--- src/rtl/cursor_ctrl_accel.sv ---
`default_nettype none
// ============================================================================
// Module   : cursor_ctrl_accel
// Purpose  : X/Y cursor controller driven by raw direction buttons. Each
//            button goes through a 2-FF synchroniser and a debounce counter.
//            Each axis then runs a hold-to-repeat FSM with step acceleration.
//            The resulting positions saturate at MINVAL/MAXVAL.
// Ports    : clk        - system clock
//            rst_n      - synchronous active-low reset
//            btnU/D/L/R - raw asynchronous direction buttons
//            recenter   - one-cycle pulse, both coordinates go to centre
//            xcursor    - X position (OUTWIDTH bits)
//            ycursor    - Y position (OUTWIDTH bits)
//            moved      - one-cycle pulse after either coordinate changed
// Revision : 1.0 - initial release
// ============================================================================
module cursor_ctrl_accel #(
  parameter int OUTWIDTH      = 8,
  parameter int MINVAL        = 10,
  parameter int MAXVAL        = 245,
  parameter int STEP          = 5,
  parameter int STEP_FAST     = 20,
  parameter int DB_CYCLES     = 800000,
  parameter int REPEAT_DELAY  = 40000000,
  parameter int REPEAT_PERIOD = 8000000,
  parameter int ACCEL_COUNT   = 3
) (
  input  logic                clk,
  input  logic                rst_n,
  input  logic                btnU,
  input  logic                btnD,
  input  logic                btnL,
  input  logic                btnR,
  input  logic                recenter,
  output logic [OUTWIDTH-1:0] xcursor,
  output logic [OUTWIDTH-1:0] ycursor,
  output logic                moved
);

  localparam int C_AW      = OUTWIDTH + 2;
  localparam int C_DBW     = $clog2(DB_CYCLES);
  localparam int C_CNT_MAX = (REPEAT_DELAY > REPEAT_PERIOD) ? REPEAT_DELAY : REPEAT_PERIOD;
  localparam int C_CW      = $clog2(C_CNT_MAX);
  localparam int C_RW      = $clog2(ACCEL_COUNT + 2);

  localparam logic [OUTWIDTH-1:0] C_CENTER = OUTWIDTH'((MINVAL + MAXVAL) / 2);
  localparam logic [OUTWIDTH-1:0] C_MAX    = OUTWIDTH'(MAXVAL);
  localparam logic [OUTWIDTH-1:0] C_MIN    = OUTWIDTH'(MINVAL);

  localparam logic signed [C_AW-1:0] C_MAX_S  = C_AW'(MAXVAL);
  localparam logic signed [C_AW-1:0] C_MIN_S  = C_AW'(MINVAL);
  localparam logic signed [C_AW-1:0] C_STEP_S = C_AW'(STEP);
  localparam logic signed [C_AW-1:0] C_FAST_S = C_AW'(STEP_FAST);

  typedef enum logic [1:0] {
    S_IDLE   = 2'd0,
    S_HOLD   = 2'd1,
    S_REPEAT = 2'd2
  } state_t;

  // Button bit order: 0=R, 1=L, 2=D, 3=U
  logic [3:0] w_raw;
  logic [3:0] r_sync1;
  logic [3:0] r_sync2;
  logic [3:0] w_db;
  logic [1:0] w_plus;
  logic [1:0] w_minus;
  logic [1:0] w_changed;
  logic [1:0][OUTWIDTH-1:0] w_pos;
  logic       r_moved;

  assign w_raw = {btnU, btnD, btnL, btnR};

  always_ff @(posedge clk) begin
    if (!rst_n) begin
      r_sync1 <= '0;
      r_sync2 <= '0;
    end else begin
      r_sync1 <= w_raw;
      r_sync2 <= r_sync1;
    end
  end

  // Debounce: the level flips only after DB_CYCLES consecutive samples
  // that disagree with it; any agreeing sample restarts the count.
  for (genvar b = 0; b < 4; b++) begin : g_btn
    logic [C_DBW-1:0] r_cnt;
    logic             r_db;

    always_ff @(posedge clk) begin
      if (!rst_n) begin
        r_cnt <= '0;
        r_db  <= 1'b0;
      end else if (r_sync2[b] == r_db) begin
        r_cnt <= '0;
      end else if (r_cnt == C_DBW'(DB_CYCLES - 1)) begin
        r_cnt <= '0;
        r_db  <= ~r_db;
      end else begin
        r_cnt <= r_cnt + C_DBW'(1);
      end
    end

    assign w_db[b] = r_db;
  end

  assign w_plus  = {w_db[3], w_db[0]};
  assign w_minus = {w_db[2], w_db[1]};

  // Axis 0 = X (R/L), axis 1 = Y (U/D)
  for (genvar a = 0; a < 2; a++) begin : g_axis
    state_t                   r_state;
    state_t                   w_state_next;
    logic [C_CW-1:0]          r_cnt;
    logic [C_CW-1:0]          w_cnt_next;
    logic [C_RW-1:0]          r_rep;
    logic [C_RW-1:0]          w_rep_next;
    logic [1:0]               r_dir;
    logic [1:0]               w_dir_next;
    logic [1:0]               w_dir;
    logic                     w_step;
    logic                     w_fast;
    logic signed [C_AW-1:0]   w_pos_s;
    logic signed [C_AW-1:0]   w_size;
    logic signed [C_AW-1:0]   w_sum;
    logic signed [C_AW-1:0]   w_diff;
    logic [OUTWIDTH-1:0]      w_stepped;
    logic [OUTWIDTH-1:0]      w_pos_next;
    logic [OUTWIDTH-1:0]      r_pos;

    // One-hot direction: bit0 = plus, bit1 = minus, 00 = none or conflict
    assign w_dir = {w_minus[a] & ~w_plus[a], w_plus[a] & ~w_minus[a]};

    always_ff @(posedge clk) begin
      if (!rst_n) begin
        r_state <= S_IDLE;
        r_cnt   <= '0;
        r_rep   <= '0;
        r_dir   <= 2'b00;
      end else begin
        r_state <= w_state_next;
        r_cnt   <= w_cnt_next;
        r_rep   <= w_rep_next;
        r_dir   <= w_dir_next;
      end
    end

    always_comb begin
      w_state_next = r_state;
      w_cnt_next   = r_cnt;
      w_rep_next   = r_rep;
      w_dir_next   = r_dir;
      w_step       = 1'b0;
      w_fast       = 1'b0;
      case (r_state)
        S_IDLE: begin
          if (w_dir != 2'b00) begin
            w_step       = 1'b1;
            w_dir_next   = w_dir;
            w_cnt_next   = '0;
            w_state_next = S_HOLD;
          end
        end
        S_HOLD: begin
          if (w_dir != r_dir) begin
            w_state_next = S_IDLE;
          end else if (r_cnt == C_CW'(REPEAT_DELAY - 1)) begin
            w_step       = 1'b1;
            w_rep_next   = C_RW'(1);
            w_cnt_next   = '0;
            w_state_next = S_REPEAT;
          end else begin
            w_cnt_next = r_cnt + C_CW'(1);
          end
        end
        S_REPEAT: begin
          if (w_dir != r_dir) begin
            w_state_next = S_IDLE;
          end else if (r_cnt == C_CW'(REPEAT_PERIOD - 1)) begin
            // The first repeat is the HOLD step, so this one is repeat
            // number rep+1; only the first ACCEL_COUNT repeats use STEP.
            w_step     = 1'b1;
            w_fast     = (r_rep >= C_RW'(ACCEL_COUNT));
            w_cnt_next = '0;
            if (r_rep < C_RW'(ACCEL_COUNT + 1)) begin
              w_rep_next = r_rep + C_RW'(1);
            end
          end else begin
            w_cnt_next = r_cnt + C_CW'(1);
          end
        end
        default: begin
          w_state_next = S_IDLE;
        end
      endcase
    end

    // Widened signed arithmetic so the sum/difference cannot wrap
    // before being clamped.
    assign w_pos_s = $signed({2'b00, r_pos});
    assign w_size  = w_fast ? C_FAST_S : C_STEP_S;
    assign w_sum   = w_pos_s + w_size;
    assign w_diff  = w_pos_s - w_size;

    always_comb begin
      w_stepped = r_pos;
      if (w_dir[0]) begin
        w_stepped = (w_sum > C_MAX_S) ? C_MAX : w_sum[OUTWIDTH-1:0];
      end else begin
        w_stepped = (w_diff < C_MIN_S) ? C_MIN : w_diff[OUTWIDTH-1:0];
      end
    end

    // Recenter overrides any step taken on the same edge
    always_comb begin
      w_pos_next = r_pos;
      if (recenter) begin
        w_pos_next = C_CENTER;
      end else if (w_step) begin
        w_pos_next = w_stepped;
      end
    end

    always_ff @(posedge clk) begin
      if (!rst_n) begin
        r_pos <= C_CENTER;
      end else begin
        r_pos <= w_pos_next;
      end
    end

    assign w_changed[a] = (w_pos_next != r_pos);
    assign w_pos[a]     = r_pos;
  end

  always_ff @(posedge clk) begin
    if (!rst_n) begin
      r_moved <= 1'b0;
    end else begin
      r_moved <= |w_changed;
    end
  end

  assign xcursor = w_pos[0];
  assign ycursor = w_pos[1];
  assign moved   = r_moved;

endmodule
`default_nettype wire

--- config.mk ---
export PLATFORM = sky130hd
export DESIGN_NAME = cursor_ctrl_accel
export DESIGN_NICKNAME = d
export VERILOG_FILES = /design/src/rtl/cursor_ctrl_accel.sv
export SDC_FILE = /design/constraint.sdc
export NUM_CORES = 1
export LEC_CHECK = 0
export ABC_AREA = 1
export CORE_MARGIN = 10
export CORE_UTILIZATION = 40
export DETAILED_ROUTE_END_ITERATION = 7
export SLEW_MARGIN = 20
export SYNTH_ARGS = -nofsm -noshare
export SYNTH_HDL_FRONTEND = slang
export SYNTH_SLANG_ARGS = --single-unit
--- constraint.sdc ---
create_clock -name clk -period 4.4 [get_ports clk]
set_clock_uncertainty 0.2 [all_clocks]
set_input_delay 0.66 -clock clk [delete_from_list [all_inputs] [get_ports clk]]
set_output_delay 0.66 -clock clk [all_outputs]
set_load 0.01 [all_outputs]
==> flow_summary.json <==
{
  "status": "complete, no violations",
  "overflow": 0,
  "end_kind": "flop",
  "fin_crit_ns": 3.99,
  "start_util_pct": 40.5,
  "crit_required_ns": 4.52,
  "synth_mux_area_share_pct": 0,
  "max_freq_mhz": 251,
  "drt-wirelength-per-cell_um": 11.9,
  "cp_common_cell": "nand2_1",
  "ant_nets": 0,
  "dieHeight_um": 179,
  "ctsHoldBuffers": 0,
  "layout_commonest_cell": "nand2_1",
  "synth_async_sr_flop_share_pct": 0,
  "peakVddDrop_uv": 200,
  "die-area_mm2": 0.0321,
  "arrival_ns": 4.10,
  "clk_path_buf_depth": 2,
  "drtIter0Drc": 494,
  "cts_tree": "yes",
  "port_buffers": 23,
  "cp_top_family": "simple AND/OR/NAND/NOR gates",
  "grt_pass1_vias": 8524,
  "wl_met2_um": 10000,
  "slowest_stage": "ha_1",
  "final_cell_mix": "347 x nand2_1, 199 x nor2_1, 195 x inv_1",
  "synth-seq-cells": 175,
  "wl_met3_um": 729,
  "placed_area_mm2": 0.0106,
  "min_period_over_period_pct": 90.6,
  "synth_compound_area_share_pct": 9.90,
  "dp_cells": 1841,
  "grt_use_total_pct": 14.2,
  "synth_seq_area_share_pct": 34.6,
  "cp_num_buf_inv": 3,
  "gp_congestion": 0.918,
  "cts_made_buffers": 17,
  "synth-simple-area-share_pct": 38.1,
  "synthCells": 1516,
  "whs_path_depth": 2,
  "antennaDiodeCount": 0,
  "syn2layout_area_growth_pct": 10.6,
  "drv_cap": 0,
  "grt_first_pass_wirelength_um": 38700,
  "syn_avg_cell_area_um2": 6.68,
  "synth_nets": 1558,
  "cts.sinks": 175,
  "hold_path_class": "reg -> reg",
  "start_kind": "flop",
  "wl_met1_um": 11100,
  "design_area_mm2": 0.0112,
  "max_slew.worst_pin.slew_ns": 0.793,
  "num_rows": 58,
  "critical_path.max_stage_delay_ns": 0.36,
  "post_cts_buffers": 0,
  "htree_levels": 4,
  "drv_slew": 0,
  "layout-drive-gt1-share_pct": 7.85,
  "timing.final.hold_violations": 0,
  "clkTransAtPathRegs_ns": 0.07,
  "p_leak_nw": 4.44,
  "hpwlAfterDp_um": 16500,
  "setup_viol": 0,
  "synth_top_family_by_area": "simple AND/OR/NAND/NOR gates",
  "core_area_mm2": 0.0250,
  "top_layer_used": "met4",
  "synth_fa_ha_area_share_pct": 4.32,
  "synth-edff-count": 0,
  "power_density_mw_per_mm2": 302,
  "synth_area_mm2": 0.0101,
  "synth_xor_area_share_pct": 3.00,
  "worst-path-max-fanout": 7,
  "routed_wl_um": 22200,
  "io_pins": 24,
  "grt_max_degree": 27,
  "post_cts_resized": 0,
  "antenna_found_initial": 0,
  "rsz0062_at_grt": "false",
  "yosysWarnings": 0,
  "via_per_inst": 4.96,
  "synth.distinct_cells": 49,
  "nNetsFinal": 1572,
  "drcViolationCount": 0,
  "place_ws_ns": 0.360,
  "cp.depth": 28,
  "slew-limit-headroom_pct": 47.0,
  "insertion_delay_ns": 0.43,
  "die_w_um": 179,
  "drtPass1Iterations": 5,
  "vias": 9275,
  "synth_ff_type": "dfxtp_1",
  "setup_slack_ns": 0.412,
  "worstSetupPathType": "reg -> reg",
  "tns_ns": 0,
  "fin_cells": 1871,
  "rr_worst_depth": 28,
  "cts-root-buf": "clkbuf_16"
}
-- power breakdown --
part	switching, mW	total (mW)	internal [mW]
logic	0.194	0.275	0.0812
clock network	0.635	1.47	0.839
registers	0.0246	1.64	1.62
total	0.853	3.39	2.54
-- worst paths after layout --
| check | startpoint | endpoint | slack, ns |
|---|---|---|---|
| max reg2reg | g_btn[1].r_db | moved | 0.41 |
| min reg2reg | r_sync1[1] | r_sync2[1] | 0.22 |
| min | r_sync1[1] | r_sync2[1] | 0.22 |
| max | g_btn[1].r_db | moved | 0.41 |
-- per-stage QoR --
stage	hold slack, ns	utilization [%]	total power [mW]
after floorplan	0.190	-	1.89
after global placement	0.210	42.5	1.95
after detailed placement	0.197	42.5	1.95
after CTS	0.219	44.8	3.44
after global routing	0.239	44.8	3.55
final	0.216	44.8	3.39
-- cell families after synthesis --
logic type,Yosys count
compound gates,176
simple gates,837
buf+inv,260
xor+xnor,33
fa+ha+maj,35
flops,175
-- Yosys cell counts (5+ instances only) --
cell type / n / share of area, %
nand2_1: 347 / 13
nor2_1: 199 / 7.4
inv_1: 195 / 7.2
dfxtp_1: 175 / 35
nand3_1: 116 / 5.7
a21oi_1: 80 / 4.0
nor3_1: 54 / 2.7
o21ai_0: 41 / 2.0
ha_1: 35 / 4.3
nand4_1: 33 / 2.0
inv_2: 32 / 1.2
xor2_1: 25 / 2.2
nor3b_1: 17 / 1.3
nor4_1: 13 / 0.80
a211oi_1: 12 / 0.89
a31oi_1: 12 / 0.74
clkbuf_1: 12 / 0.44
nor3_2: 11 / 1.1
o21a_1: 11 / 0.81
buf_2: 9 / 0.44
nor2_2: 9 / 0.56
buf_4: 8 / 0.59
o21ai_1: 7 / 0.35
nand2_2: 6 / 0.37
nand3_2: 6 / 0.59
xnor2_1: 6 / 0.52
nand3b_1: 5 / 0.37
-- layout make-up --
| type | instances | area (um^2) |
|---|---|---|
| sequential | 175 | 3500 |
| fill | 2563 | 13800 |
| multi-input combinational | 1081 | 5610 |
| tap | 330 | 413 |
| inverter | 229 | 862 |
| clock buffer | 23 | 488 |
| clock inverter | 7 | 80.1 |
| timing repair buffer | 26 | 248 |
-- registers in the layout, summed over array words and instances (netlist names) --
| name | cells |
|---|---|
| moved | 1 |
| g_btn.r_cnt | 80 |
| g_axis.r_rep | 6 |
| xcursor | 8 |
| g_btn.r_db | 4 |
| g_axis.r_state | 4 |
| g_axis.r_dir | 4 |
| ycursor | 8 |
| r_sync1 | 4 |
| g_axis.r_cnt | 52 |
| r_sync2 | 4 |
-- routing by layer --
layer | global-route usage (%) | vias up
met5 | 0 | -
met4 | 4.61 | 0
met3 | 2.82 | 30
met2 | 23.3 | 138
met1 | 18.3 | 4174
li1 | - | 4933
-- worst reg2reg max path, delay by kind of cell (launching register included) --
kind | cells | cell delay (ns)
compound gates | 1 | 0.24
xor+xnor | 1 | 0.15
fa+ha+maj | 3 | 0.81
buf+inv | 3 | 0.27
flops | 1 | 0.33
simple gates | 20 | 1.91
Note: power is estimated with default switching activity, not from simulation.
